==> src/rtl/pll_freq_meter_if.sv <==
// Bus bundle for the PLL frequency meter: start/lock/tap inputs and result outputs.
`timescale 1ns/1ps
interface pll_freq_meter_if #(
  parameter int N_CH  = 6,
  parameter int CNT_W = 16
);
  logic             I_START;
  logic             I_LOCKED;
  logic [N_CH-1:0]  I_SIG;
  logic [2:0]       I_SEL;
  logic             O_BUSY;
  logic             O_DONE;
  logic             O_ABORT;
  logic [N_CH-1:0]  O_ALIVE;
  logic [CNT_W-1:0] O_COUNT;

  modport master (
    output I_START, I_LOCKED, I_SIG, I_SEL,
    input  O_BUSY, O_DONE, O_ABORT, O_ALIVE, O_COUNT
  );

  modport slave (
    input  I_START, I_LOCKED, I_SIG, I_SEL,
    output O_BUSY, O_DONE, O_ABORT, O_ALIVE, O_COUNT
  );
endinterface

==> src/rtl/pll_freq_meter.sv <==
// PLL frequency meter: counts rising edges of asynchronous counter taps over a
// fixed gate window of CLK cycles, gated by the synchronised PLL lock.
`timescale 1ns/1ps
module pll_freq_meter #(
  parameter int N_CH        = 6,
  parameter int CNT_W       = 16,
  parameter int GATE_CYCLES = 4194304,
  parameter int MIN_EDGES   = 2
) (
  input  logic               CLK,
  input  logic               RST_N,
  pll_freq_meter_if.slave    bus
);

  localparam int GATE_W = (GATE_CYCLES > 1) ? $clog2(GATE_CYCLES) : 1;
  localparam logic [GATE_W-1:0] GATE_LAST = GATE_W'(GATE_CYCLES - 1);

  typedef enum logic [1:0] {IDLE, WAIT_LOCK, MEASURE, DONE} state_t;

  state_t state, next_state;

  logic [N_CH-1:0]   sig_meta, sig_sync, sig_prev;
  logic [N_CH-1:0]   rise;
  logic              lock_meta, lock_sync;
  logic [GATE_W-1:0] gate_cnt;
  logic [CNT_W-1:0]  cnt [N_CH];
  logic [CNT_W-1:0]  res [N_CH];
  logic [N_CH-1:0]   alive;
  logic              abort;
  logic [CNT_W-1:0]  count_q, count_nxt;

  logic enter_wait, clear, count_en, set_abort, latch;

  assign rise = sig_sync & ~sig_prev;

  // Two-flop synchronisers for taps and lock, plus one-flop edge history for taps
  always_ff @(posedge CLK or negedge RST_N) begin
    if (!RST_N) begin
      sig_meta  <= '0;
      sig_sync  <= '0;
      sig_prev  <= '0;
      lock_meta <= 1'b0;
      lock_sync <= 1'b0;
    end else begin
      sig_meta  <= bus.I_SIG;
      sig_sync  <= sig_meta;
      sig_prev  <= sig_sync;
      lock_meta <= bus.I_LOCKED;
      lock_sync <= lock_meta;
    end
  end

  // Measurement state register
  always_ff @(posedge CLK or negedge RST_N) begin
    if (!RST_N) state <= IDLE;
    else        state <= next_state;
  end

  // Next-state and datapath control; lock loss wins over the last gate cycle
  always_comb begin
    next_state = state;
    enter_wait = 1'b0;
    clear      = 1'b0;
    count_en   = 1'b0;
    set_abort  = 1'b0;
    latch      = 1'b0;
    case (state)
      IDLE: begin
        if (bus.I_START) begin
          next_state = WAIT_LOCK;
          enter_wait = 1'b1;
        end
      end
      WAIT_LOCK: begin
        clear = 1'b1;
        if (lock_sync) next_state = MEASURE;
      end
      MEASURE: begin
        if (!lock_sync) begin
          set_abort  = 1'b1;
          next_state = DONE;
        end else begin
          count_en = 1'b1;
          if (gate_cnt == GATE_LAST) next_state = DONE;
        end
      end
      DONE: begin
        latch      = 1'b1;
        next_state = IDLE;
      end
      default: next_state = IDLE;
    endcase
  end

  // Gate counter and saturating per-channel edge counters
  always_ff @(posedge CLK or negedge RST_N) begin
    if (!RST_N) begin
      gate_cnt <= '0;
      for (int i = 0; i < N_CH; i++) cnt[i] <= '0;
    end else if (clear) begin
      gate_cnt <= '0;
      for (int i = 0; i < N_CH; i++) cnt[i] <= '0;
    end else if (count_en) begin
      gate_cnt <= gate_cnt + GATE_W'(1);
      for (int i = 0; i < N_CH; i++) begin
        if (rise[i] && (cnt[i] != {CNT_W{1'b1}})) cnt[i] <= cnt[i] + CNT_W'(1);
      end
    end
  end

  // Sticky abort flag, cleared when a new measurement is requested
  always_ff @(posedge CLK or negedge RST_N) begin
    if (!RST_N)         abort <= 1'b0;
    else if (enter_wait) abort <= 1'b0;
    else if (set_abort)  abort <= 1'b1;
  end

  // Result registers and alive flags update only in the DONE cycle
  always_ff @(posedge CLK or negedge RST_N) begin
    if (!RST_N) begin
      for (int i = 0; i < N_CH; i++) res[i] <= '0;
      alive <= '0;
    end else if (latch) begin
      for (int i = 0; i < N_CH; i++) begin
        res[i]   <= cnt[i];
        alive[i] <= !abort && (cnt[i] >= CNT_W'(MIN_EDGES));
      end
    end
  end

  // Channel select mux; selects beyond the channel count read as zero
  always_comb begin
    count_nxt = '0;
    for (int i = 0; i < N_CH; i++) begin
      if (bus.I_SEL == 3'(i)) count_nxt = res[i];
    end
  end

  // Registered count output
  always_ff @(posedge CLK or negedge RST_N) begin
    if (!RST_N) count_q <= '0;
    else        count_q <= count_nxt;
  end

  assign bus.O_BUSY  = (state == WAIT_LOCK) || (state == MEASURE);
  assign bus.O_DONE  = (state == DONE);
  assign bus.O_ABORT = abort;
  assign bus.O_ALIVE = alive;
  assign bus.O_COUNT = count_q;

endmodule

==> src/flat_wrapper.sv <==
// flat-port wrapper written by rule: the top's interface ports become plain ports
module pll_freq_meter_flat 
#(
  parameter int N_CH        = 6,
  parameter int CNT_W       = 16,
  parameter int GATE_CYCLES = 4194304,
  parameter int MIN_EDGES   = 2
)
  (CLK, RST_N, bus_I_START, bus_I_LOCKED, bus_I_SIG, bus_I_SEL, bus_O_BUSY, bus_O_DONE, bus_O_ABORT, bus_O_ALIVE, bus_O_COUNT);
  pll_freq_meter_if #(.N_CH(N_CH), .CNT_W(CNT_W)) bus_i ();
  input  logic CLK;
  input  logic RST_N;
  input wire logic [$bits(bus_i.I_START)-1:0] bus_I_START;
  input wire logic [$bits(bus_i.I_LOCKED)-1:0] bus_I_LOCKED;
  input wire logic [$bits(bus_i.I_SIG)-1:0] bus_I_SIG;
  input wire logic [$bits(bus_i.I_SEL)-1:0] bus_I_SEL;
  output wire logic [$bits(bus_i.O_BUSY)-1:0] bus_O_BUSY;
  output wire logic [$bits(bus_i.O_DONE)-1:0] bus_O_DONE;
  output wire logic [$bits(bus_i.O_ABORT)-1:0] bus_O_ABORT;
  output wire logic [$bits(bus_i.O_ALIVE)-1:0] bus_O_ALIVE;
  output wire logic [$bits(bus_i.O_COUNT)-1:0] bus_O_COUNT;
  assign bus_i.I_START = bus_I_START;
  assign bus_i.I_LOCKED = bus_I_LOCKED;
  assign bus_i.I_SIG = bus_I_SIG;
  assign bus_i.I_SEL = bus_I_SEL;
  assign bus_O_BUSY = bus_i.O_BUSY;
  assign bus_O_DONE = bus_i.O_DONE;
  assign bus_O_ABORT = bus_i.O_ABORT;
  assign bus_O_ALIVE = bus_i.O_ALIVE;
  assign bus_O_COUNT = bus_i.O_COUNT;
  pll_freq_meter #(.N_CH(N_CH), .CNT_W(CNT_W), .GATE_CYCLES(GATE_CYCLES), .MIN_EDGES(MIN_EDGES)) u_core (.CLK(CLK), .RST_N(RST_N), .bus(bus_i));
endmodule
==> config.mk <==
export PLATFORM = sky130hd
export DESIGN_NAME = pll_freq_meter_flat
export DESIGN_NICKNAME = d
export VERILOG_FILES = /design/src/rtl/pll_freq_meter_if.sv /design/src/rtl/pll_freq_meter.sv /design/src/flat_wrapper.sv
export SDC_FILE = /design/constraint.sdc
export NUM_CORES = 1
export LEC_CHECK = 0
export ABC_AREA = 1
export ABC_CLOCK_PERIOD_IN_PS = 1920
export BUFFER_PORTS_ARGS = -buffer_cell sky130_fd_sc_hd__buf_2
export CAP_MARGIN = 30
export CORE_ASPECT_RATIO = 0.6
export CORE_UTILIZATION = 44
export DETAILED_ROUTE_END_ITERATION = 8
export RECOVER_POWER = 50
export SYNTH_ARGS = -nofsm -noshare
export SYNTH_HDL_FRONTEND = slang
export SYNTH_SLANG_ARGS = --single-unit
==> constraint.sdc <==
create_clock -name CLK -period 1.92 [get_ports CLK]
set_input_delay 0.288 -clock CLK [delete_from_list [all_inputs] [get_ports CLK]]
set_output_delay 0.288 -clock CLK [all_outputs]
set_load 0.02 [all_outputs]
==> metrics.txt, run 1 <==
status=finished clean; WP data arrival=1.58 ns; Lkg Pwr=7.33 nW; max cap viols=0; vias per cell=5.33; post-synthesis adder-cell area fraction=1.69%; Placer Congestion=0.931; Fin Setup TNS=0 ns; WL/cell=17.3 um; Vias=11900; Skew-Pair Late Insertion Delay=0.57 ns; endpoints failing hold=0; largest net degree at the start of global routing=110; Sink Count=259; fin nets=1852; crit path max fanout=11; Total GRT Usage=25.7%; DRT iter0 DRCs=1203; largest family of logic cells by synthesized area=simple AND/OR/NAND/NOR gates; Cell Rows=48; crit share post-route=97.4%; first-pass GRT wire length=61.8 mm; core area=29300 um^2; synthesized area per cell=7.78 um^2; cell family with most CP delay=buffers and inverters; layout cells sized above 1=12.8%; Req. time, crit path=1.63 ns; compound-gate portion of the synthesized area=8.34%; die height=137 um; crit path cell chain=buf_4 > ha_4 > buf_12 > buf_2; FF+latch count, synth=259; cts bufs inserted=26; syn nets=1748; mux cell area share after synthesis=0%; Final Cell Area=15600 um^2; Critical Path Max Stage Delay=0.38 ns; Post-synth EDFFs=0; CP startpoint kind=register; R2R setup slack=0.10 ns; DRC=0; Overflow after GRT=0; Max IR drop VDD=963 uV; Reg clk slew, reported paths=0.06 ns; sequential-to-total area share from yosys stat=48.5%; asr flop ratio synth=100%; vias in the first global route=10800; mapped cell area=13400 um^2; CTS H-tree lvls=1; Synth Instances=1717; IO Pins=38; Period minus WS final=1.87 ns; antenna violations before repair=1; Initial Utilization=45.6%; Layout Skew=0.0284 ns; First-pass DRT Iterations=6; Max Clock Freq=535 MHz; Slew HR=22.1%; DP HPWL=27.1 mm; Synth Area in XOR/XNOR=1.90%; RSZ-0062 raised after global routing=no; CTS root buffer=clkbuf_16; fin. max-slew vios=0; Routed Antenna Nets=0; Simple-Gate Fraction of Synth Area=33.0%; full die area=31100 um^2; dpl cell area=14600 um^2; Worst Hold Slack=0.163 ns; diode count=0; clk buf depth=3; final wirelength=38.6 mm; worst slew pin tran=1.17 ns; WP buf/inv=3; Setup-failing EPs final=0; Hold/Removal Path Class=in2reg; synth warn=0; die extent in x=227 um; Synth Flop Type=dfrtp_1; Unique masters post-synth=42; fillers=2842; power density over the cells=979 nW/um^2; port bufs=37; clock tree from TritonCTS=done; CP endpoint kind=output pin; critical path class=reg2out; Area Growth Syn to Fin=17.0%; slowest cell on the critical path=dfrtp_1
## area by class of cell
cell class	instances	area [um^2]	area share, %
well taps	400	500	3.20
flip-flops and latches	259	6480	41.5
repair buffers	139	1180	7.53
clock inverters	8	101	0.648
inverters	151	581	3.71
multi-input cells	1244	6040	38.7
clock buffers	38	746	4.77
## where the power goes
part | internal (mW) | switching, mW | leakage, nW
logic | 1.38 | 2.73 | 3.36
registers | 5.77 | 0.214 | 3.56
clock network | 2.95 | 2.25 | 0.419
## synthesized netlist by cell type, drive strengths merged (13+ instances only)
cell type	count	area, um^2
buf	33	186
nand3b	13	105
a21oi	23	115
nor2	171	746
ha	18	225
nor4	22	138
nand2	557	2110
inv	150	568
clkbuf	30	113
nor3	14	75.1
dfrtp	259	6480
o21ai	153	826
nand4	86	538
xor2	23	201
nand3	115	586
o22ai	17	106
## cells in the final DEF (no fill, tap or decap), types with 7 or more instances in the layout
| cell type | n |
|---|---|
| a21oi_1 | 23 |
| and2_1 | 8 |
| buf_12 | 9 |
| buf_2 | 36 |
| buf_4 | 76 |
| clkbuf_1 | 7 |
| clkbuf_16 | 26 |
| dfrtp_1 | 259 |
| dlygate4sd3_1 | 9 |
| ha_1 | 17 |
| inv_1 | 141 |
| nand2_1 | 550 |
| nand3_1 | 113 |
| nand3b_1 | 11 |
| nand4_1 | 86 |
| nor2_1 | 149 |
| nor2_2 | 13 |
| nor2_4 | 8 |
| nor3_1 | 12 |
| nor4_1 | 22 |
| o21ai_0 | 102 |
| o21ai_1 | 39 |
| o21ai_2 | 10 |
| o22ai_1 | 17 |
| xor2_1 | 23 |
## path summary, 6_finish.rpt
| path | depth (start not counted) | end | start |
|---|---|---|---|
| setup / recovery | 4 | bus_O_DONE | u_core.state[1] |
| hold / removal | 6 | u_core.bus.O_COUNT[9] | bus_I_SEL[2] |
| setup reg to reg | 9 | u_core.cnt[76] | u_core.state[0] |
| hold reg to reg | 0 | u_core.sig_sync[1] | u_core.sig_meta[1] |
| max in group asynchronous | 3 | u_core.cnt[53] | RST_N |
| min in group asynchronous | 2 | u_core.res[54] | RST_N |
## worst register-to-register path, cell delays in order (launching register included)
cell and delay (ns):
dfrtp_1 0.38, inv_1 0.08, ha_1 0.21, nand2_4 0.10, nor3b_2 0.29, buf_4 0.21, o21ai_4 0.10, buf_4 0.18
nand3_1 0.07, nand2_1 0.07
## registers in the layout, indices dropped and copies added, names as in the netlist
name / flops
u_core.sig_meta: 6
u_core.state: 2
u_core.sig_prev: 6
u_core.cnt: 96
u_core.sig_sync: 6
u_core.bus.O_COUNT: 16
u_core.res: 96
u_core.lock_meta: 1
u_core.bus.O_ALIVE: 6
u_core.lock_sync: 1
u_core.bus.O_ABORT: 1
u_core.gate_cnt: 22
## per-layer routing
| layer | up-vias | track usage, % | share of wire [%] |
|---|---|---|---|
| li1 | 5827 | - | - |
| met2 | 414 | 32.4 | 37 |
| met3 | 48 | 5.56 | 8.2 |
| met5 | - | 0 | 0 |
| met4 | 0 | 5.29 | 1.8 |
| met1 | 5638 | 43.1 | 53 |
## stage by stage
step / utilization, % / setup WS [ns] / power [mW] / cells
6_report: 53.3 / 0.0508 / 15.3 / 2239
5_1_grt: 53.3 / 0.000664 / 16.0 / 2239
4_1_cts: 53.3 / 0.0163 / 15.3 / 2236
3_5_place_dp: 49.7 / 0.0583 / 9.78 / 2177
3_3_place_gp: 49.7 / 0.126 / 9.76 / 2177
2_1_floorplan: - / 0.210 / 8.26 / 1717
## logic make-up (layout without fill, tap and decap cells)
group / after synthesis / count (layout)
buf+inv: 214 / 336
compound gates: 202 / 202
simple gates: 995 / 995
xor+xnor: 29 / 29
fa+ha+maj: 18 / 18
flops: 259 / 259
## timing repair
action | 4_1_cts | 5_1_grt
gates cloned | 3 | 0
pin swaps | 0 | 2
hold endpoints to repair | 75 | 0
setup buffers | 1 | 3
hold buffers | 9 | 0
resized for setup | 2 | 10
setup endpoints to repair | 1 | 26
Note: power is estimated with default switching activity, not from simulation.
==> run 2: changes to the inputs <==
--- a/constraint.sdc
+++ b/constraint.sdc
@@ -3,2 +3,2 @@
 set_output_delay 0.288 -clock CLK [all_outputs]
-set_load 0.02 [all_outputs]
+set_load 0.005 [all_outputs]
==> run 2 against run 1 <==
Compared with the run above:
- via count rose by 0.24%
- sequential power barely moved
- sequential share of layout area fell by 0.13 points
- hold slack improved by 0.023 ns
- power rose by 0.28%
- first-iteration DRC count rose by 14%
- critical endpoint is now bus_O_BUSY
- largest cell class unchanged
- highest routed layer unchanged
==> metrics.txt, run 2 (synthesized netlist as in run 1, its figures left out) <==
Worst R2R Path Depth=9 (unchanged); status=finished clean; Post-Place Cells=2176 (-0.046%); CTS root buffer=clkbuf_16; DRT iter0 DRCs=1367 (+14%); layout cells sized above 1=13.0% (+0.26 points); R2R setup slack=0.14 ns (+0.04 ns); First-pass DRT Iterations=5 (-1); Total GRT Usage=25.7% (-0.048 points); die extent in x=227 um (unchanged); WP data arrival=1.53 ns (-0.05 ns); Non-Filler Instances=2240 (+0.045%); Hold EP=u_core.bus.O_COUNT[9]; commonest non-fill, non-tap cell in the layout=nand2_1; Lkg Pwr=7.34 nW (about the same); Hold/Removal Path Class=in2reg; Worst Setup Slack, final=0.0993 ns (+0.0485 ns); worst slew pin tran=1.20 ns (+0.0306 ns); Skew-Pair Late Insertion Delay=0.57 ns (about the same); endpoints failing hold=0 (unchanged); WL/cell=17.2 um (-0.21%); vias in the first global route=10700 (-0.31%); Slew HR=20.1% (-2.0 points); Area Growth Syn to Fin=17.4%; dpl cell area=14600 um^2 (about the same); final wirelength=38.6 mm (-0.17%); Initial Utilization=45.6% (unchanged); port bufs=37 (unchanged); max cap viols=0 (unchanged); fillers=2847 (+0.18%); Overall Power=15.3 mW (+0.28%); Placer Congestion=0.945 (+1.4%); Period minus WS final=1.82 ns (-0.0485 ns); slowest cell on the critical path=dfrtp_1; Final Cell Area=15700 um^2 (+0.33%); Vias=12000 (+0.24%); IO Pins=38 (unchanged); top flop regs=u_core.cnt x96, u_core.res x96, u_core.gate_cnt x22; fin nets=1850 (-0.11%); diode count=0 (unchanged); full die area=31100 um^2 (unchanged); r2r startpoint=u_core.state[0]; DRC=0 (unchanged); die height=137 um (unchanged); antenna violations before repair=1 (unchanged); Post-Place Worst Slack=0.0468 ns (-0.0114 ns); first-pass GRT wire length=62.0 mm (+0.20%); CP endpoint kind=output pin; Max Clock Freq=549 MHz (+2.7%); core area=29300 um^2 (unchanged); clock tree from TritonCTS=done; Cell Rows=48 (unchanged); clk buf depth=3 (unchanged); reg2reg end=u_core.cnt[69]; DP HPWL=27.2 mm (+0.35%); RSZ-0062 raised after global routing=no; critical path class=reg2out; Fin Setup TNS=0 ns (unchanged); power density over the cells=978 nW/um^2 (about the same); Routed Antenna Nets=0 (unchanged); Layout Skew=0.0182 ns (-0.0102 ns); Req. time, crit path=1.63 ns (about the same); Overflow after GRT=0 (unchanged); Sink Count=259 (unchanged); largest net degree at the start of global routing=110 (unchanged); hold path cells=6 (unchanged); crit path cell chain=buf_4 > inv_2 > ha_1 > buf_2; fin. max-slew vios=0 (unchanged); crit path max fanout=3 (-8); Setup-failing EPs final=0 (unchanged); Critical Path Max Stage Delay=0.38 ns (about the same); commonest non-fill, non-tap cells in the layout=nand2_1, dfrtp_1, nor2_1; crit share post-route=94.8% (-2.5 points); footprint of the multi-input gates=6050 um^2 (+0.10%); hold_sp=bus_I_SEL[2]; vias per cell=5.34 (+0.20%); Reg clk slew, reported paths=0.06 ns (about the same); cts bufs inserted=27 (+3.8%); Max IR drop VDD=1130 uV (+18%); CTS H-tree lvls=1 (unchanged); sequential cell area=6480 um^2 (about the same); CP startpoint kind=register
run 2: cell count changes in the layout (fill, tap and decap cells not counted), moves of 2 or more:
cell / previous run / this run
clkbuf_8: 5 / 7
clkbuf_1: 7 / 4
buf_4: 76 / 73
clkinvlp_4: 0 / 2
buf_12: 9 / 11
buf_6: 4 / 2
inv_6: 0 / 2
run 2: what timing repair did:
item / CTS / global route
setup buffers: 0 / 4
hold endpoints to repair: 77 / 0
gates cloned: 2 / 0
hold buffers: 9 / 0
setup endpoints to repair: 1 / 30
resized for setup: 1 / 13
pin swaps: 0 / 5
run 2: power by group:
part / internal (mW) / switching [mW] / total (mW)
Clock: 3.13 / 2.32 / 5.46
Combinational: 1.28 / 2.62 / 3.89
Sequential: 5.77 / 0.216 / 5.99
Total: 10.2 / 5.16 / 15.3
run 2: cell type report:
cell class | count | area share [%]
sequential | 259 | 41.3
inverter | 151 | 3.70
tap | 400 | 3.19
multi-input combinational | 1244 | 38.6
timing repair buffer | 136 | 7.36
clock buffer | 38 | 5.02
clock inverter | 12 | 0.806
run 2: worst max-delay path by stage:
stage,from,to,slack [ns],cells past startpoint
global route,u_core.cnt[16],u_core.cnt[22],0.0008,9
CTS,u_core.state[1],bus_O_DONE,0.002,4
floorplan,u_core.state[0],u_core.cnt[12],0.21,9
detailed placement,u_core.state[0],u_core.cnt[87],0.05,10
global placement,u_core.state[0],u_core.cnt[92],0.12,10
finish,u_core.state[1],bus_O_BUSY,0.1,4
run 2: per-layer routing:
| metal | global-route usage (%) | share of wire, % |
|---|---|---|
| met5 | 0 | 0 |
| met4 | 4.10 | 1.5 |
| met3 | 5.50 | 8.0 |
| met2 | 32.6 | 38 |
| met1 | 43.3 | 53 |
run 2: worst max-delay path, delay by kind of cell, from the launching register on:
kind | cells | cell delay (ns)
flops | 1 | 0.38
buf+inv | 3 | 0.36
fa+ha+maj | 1 | 0.24
run 2: per-stage QoR:
stage | hold slack, ns | util (%)
6_report | 0.185 | 53.5
5_1_grt | 0.188 | 53.5
4_1_cts | 0.162 | 53.3
3_5_place_dp | 0.217 | 49.6
3_3_place_gp | 0.213 | 49.6
2_1_floorplan | -0.00759 | -
==> run 3: changes to the inputs <==
Settings changed: ABC_CLOCK_PERIOD_IN_PS 1920 to 1600, SETUP_SLACK_MARGIN set to 0.3.
Clock period 1.92 ns to 1.6 ns, I/O delays scaled along.
==> run 3 against run 2 <==
Compared with the run above:
- the run now ends with negative setup slack left
- sequential power up 21%
- global-route usage is 5.1 points higher
- sequential share of layout area shrank 8.0 points
- hold slack got worse by 0.035 ns
- wire length is 25% higher
- power is 63% higher
- register-to-register slack lost 0.33 ns
- clock power rose by 25%
- first-iteration DRC count up 6.0%
- via count rose by 13%
- die area did not move
- critical path depth rose by 6
- critical path type is now reg2reg
- highest routed layer unchanged
==> metrics.txt, run 3 (synthesized netlist as in run 1, its figures left out) <==
status=finished, violations left; failing checks=negative setup slack; final wirelength=48.1 mm (+25%); Routed Antenna Nets=0 (unchanged); Total GRT Usage=30.8% (+5.1 points); clk buf depth=3 (unchanged); die height=137 um (unchanged); Hold/Removal Path Class=in2reg; worst slew pin tran=0.782 ns (-0.417 ns); Slew HR=47.9% (+28 points); Skew-Pair Late Insertion Delay=0.57 ns (about the same); max cap viols=0 (unchanged); layout cells sized above 1=34.3% (+21 points); Placer Congestion=0.929 (-1.7%); Post-Place Cells=2251 (+3.4%); Req. time, crit path=2.05 ns (+0.42 ns); DP HPWL=28.9 mm (+6.2%); hold_sp=bus_I_SEL[0]; Final Cell Area=19500 um^2 (+24%); endpoints failing hold=0 (unchanged); fin. max-slew vios=0 (unchanged); clock tree from TritonCTS=done; CP startpoint kind=register; r2r startpoint=u_core.state[1]; DRC=0 (unchanged); antenna violations before repair=0 (-1); commonest non-fill, non-tap cell in the layout=nand2_1; CTS H-tree lvls=1 (unchanged); R2R setup slack=-0.19 ns (-0.33 ns); critical path class=reg2reg; CP endpoint kind=register; power density over the cells=1290 nW/um^2 (+31%); crit path max fanout=5 (+2); DRT iter0 DRCs=1449 (+6.0%); vias in the first global route=12600 (+17%); Critical Path Max Stage Delay=0.41 ns (+0.03 ns); Layout Skew=0.0235 ns (+0.00529 ns); RSZ-0062 raised after global routing=yes; vias per cell=5.62 (+5.3%); fillers=2326 (-18%); Non-Filler Instances=2400 (+7.1%); Cell Rows=48 (unchanged); IO Pins=38 (unchanged); Worst Setup Slack, final=-0.194 ns (-0.293 ns); Max IR drop VDD=1130 uV (-0.16%); Area Growth Syn to Fin=45.6%; CP startpoint=u_core.state[1]; Period minus WS final=1.79 ns; Lkg Pwr=9.27 nW (+26%); crit path cell chain=buf_6 > ha_4 > nand2_8 > clkinv_8 > nand3b_1 > nor2_4 > buf_4 > buf_4 > nor2_4 > o21ai_1; Worst R2R Path Depth=10 (+1); hold path cells=4 (-2); Setup-failing EPs final=153 (+153); commonest non-fill, non-tap cells in the layout=nand2_1, dfrtp_1, buf_4; core area=29300 um^2 (unchanged); cts bufs inserted=26 (-3.7%); fin nets=2012 (+8.8%); WL/cell=20.0 um (+16%); port bufs=37 (unchanged); crit share post-route=112%; WP data arrival=2.24 ns (+0.71 ns); Sink Count=259 (unchanged); slowest cell on the critical path=dfrtp_1; largest net degree at the start of global routing=57 (-48%); dpl cell area=15400 um^2 (+6.0%); reg2reg end=u_core.cnt[7]; top flop regs=u_core.cnt x96, u_core.res x96, u_core.gate_cnt x22; Reg clk slew, reported paths=0.07 ns (about the same); CTS root buffer=clkbuf_16; full die area=31100 um^2 (unchanged); Vias=13500 (+13%); Fin Setup TNS=-9.14 ns (-9.14 ns); Max Clock Freq=558 MHz; Initial Utilization=45.6% (unchanged); Overflow after GRT=0 (unchanged); Hold EP=u_core.bus.O_COUNT[14]; First-pass DRT Iterations=6 (+1); diode count=0 (unchanged); first-pass GRT wire length=72.5 mm (+17%); die extent in x=227 um (unchanged)
## run 3: layout make-up
| type | count | area [um^2] | area share (%) |
|---|---|---|---|
| inverters | 151 | 648 | 3.33 |
| clock buffers | 34 | 722 | 3.71 |
| flip-flops and latches | 259 | 6480 | 33.3 |
| multi-input cells | 1246 | 7490 | 38.5 |
| well taps | 400 | 500 | 2.57 |
| repair inverters | 3 | 53.8 | 0.277 |
| repair buffers | 294 | 3360 | 17.3 |
| clock inverters | 13 | 201 | 1.04 |
## run 3: layer usage
metal | global-route usage [%] | wire length, um | vias to the layer above
met5 | 0 | 0 | -
met4 | 8.46 | 1420 | 0
met3 | 8.09 | 5090 | 112
met2 | 41.7 | 19200 | 680
met1 | 47.5 | 22300 | 6514
li1 | - | - | 6179
## run 3: worst max path at each step
stage / cells after the start / slack, ns / endpoint
after CTS: 4 / -0.11 / bus_O_BUSY
after floorplan: 9 / 0.002 / u_core.cnt[75]
after global placement: 6 / -0.12 / u_core.bus.O_ALIVE[2]
after global routing: 11 / -0.24 / u_core.cnt[6]
final: 10 / -0.19 / u_core.cnt[7]
after detailed placement: 9 / -0.10 / u_core.cnt[51]
## run 3: through the flow
step | total power [mW] | setup slack [ns] | hold slack, ns | util, %
5_1_grt | 25.8 | -0.245 | 0.185 | 66.4
6_report | 25.0 | -0.194 | 0.150 | 66.4
4_1_cts | 23.2 | -0.111 | 0.108 | 62.6
3_5_place_dp | 12.2 | -0.102 | 0.123 | 52.6
3_3_place_gp | 12.2 | -0.116 | 0.122 | 52.6
2_1_floorplan | 10.6 | 0.00224 | -0.0556 | -
## run 3: repair_timing
action	CTS	global route
gates cloned	36	6
hold buffers	9	0
gates resized for setup	251	242
endpoints found under the setup margin	244	246
pin swaps	57	93
setup buffers	36	15
endpoints found under the hold margin	267	0
## run 3: report_power, final
part | switching, mW | leakage [nW] | internal, mW
clock network | 2.84 | 0.444 | 3.99
logic | 5.87 | 5.27 | 5.08
registers | 0.302 | 3.56 | 6.92
total | 9.01 | 9.27 | 16.0
## run 3: worst max-delay path, delay by kind of cell (launching register included)
kind,cells,cell delay (ns)
buffers and inverters,4,0.51
AND/OR/NAND/NOR,4,0.51
flip-flops,1,0.41
adder cells (fa/ha/maj),1,0.17
AO/OA/AOI/OAI,1,0.08
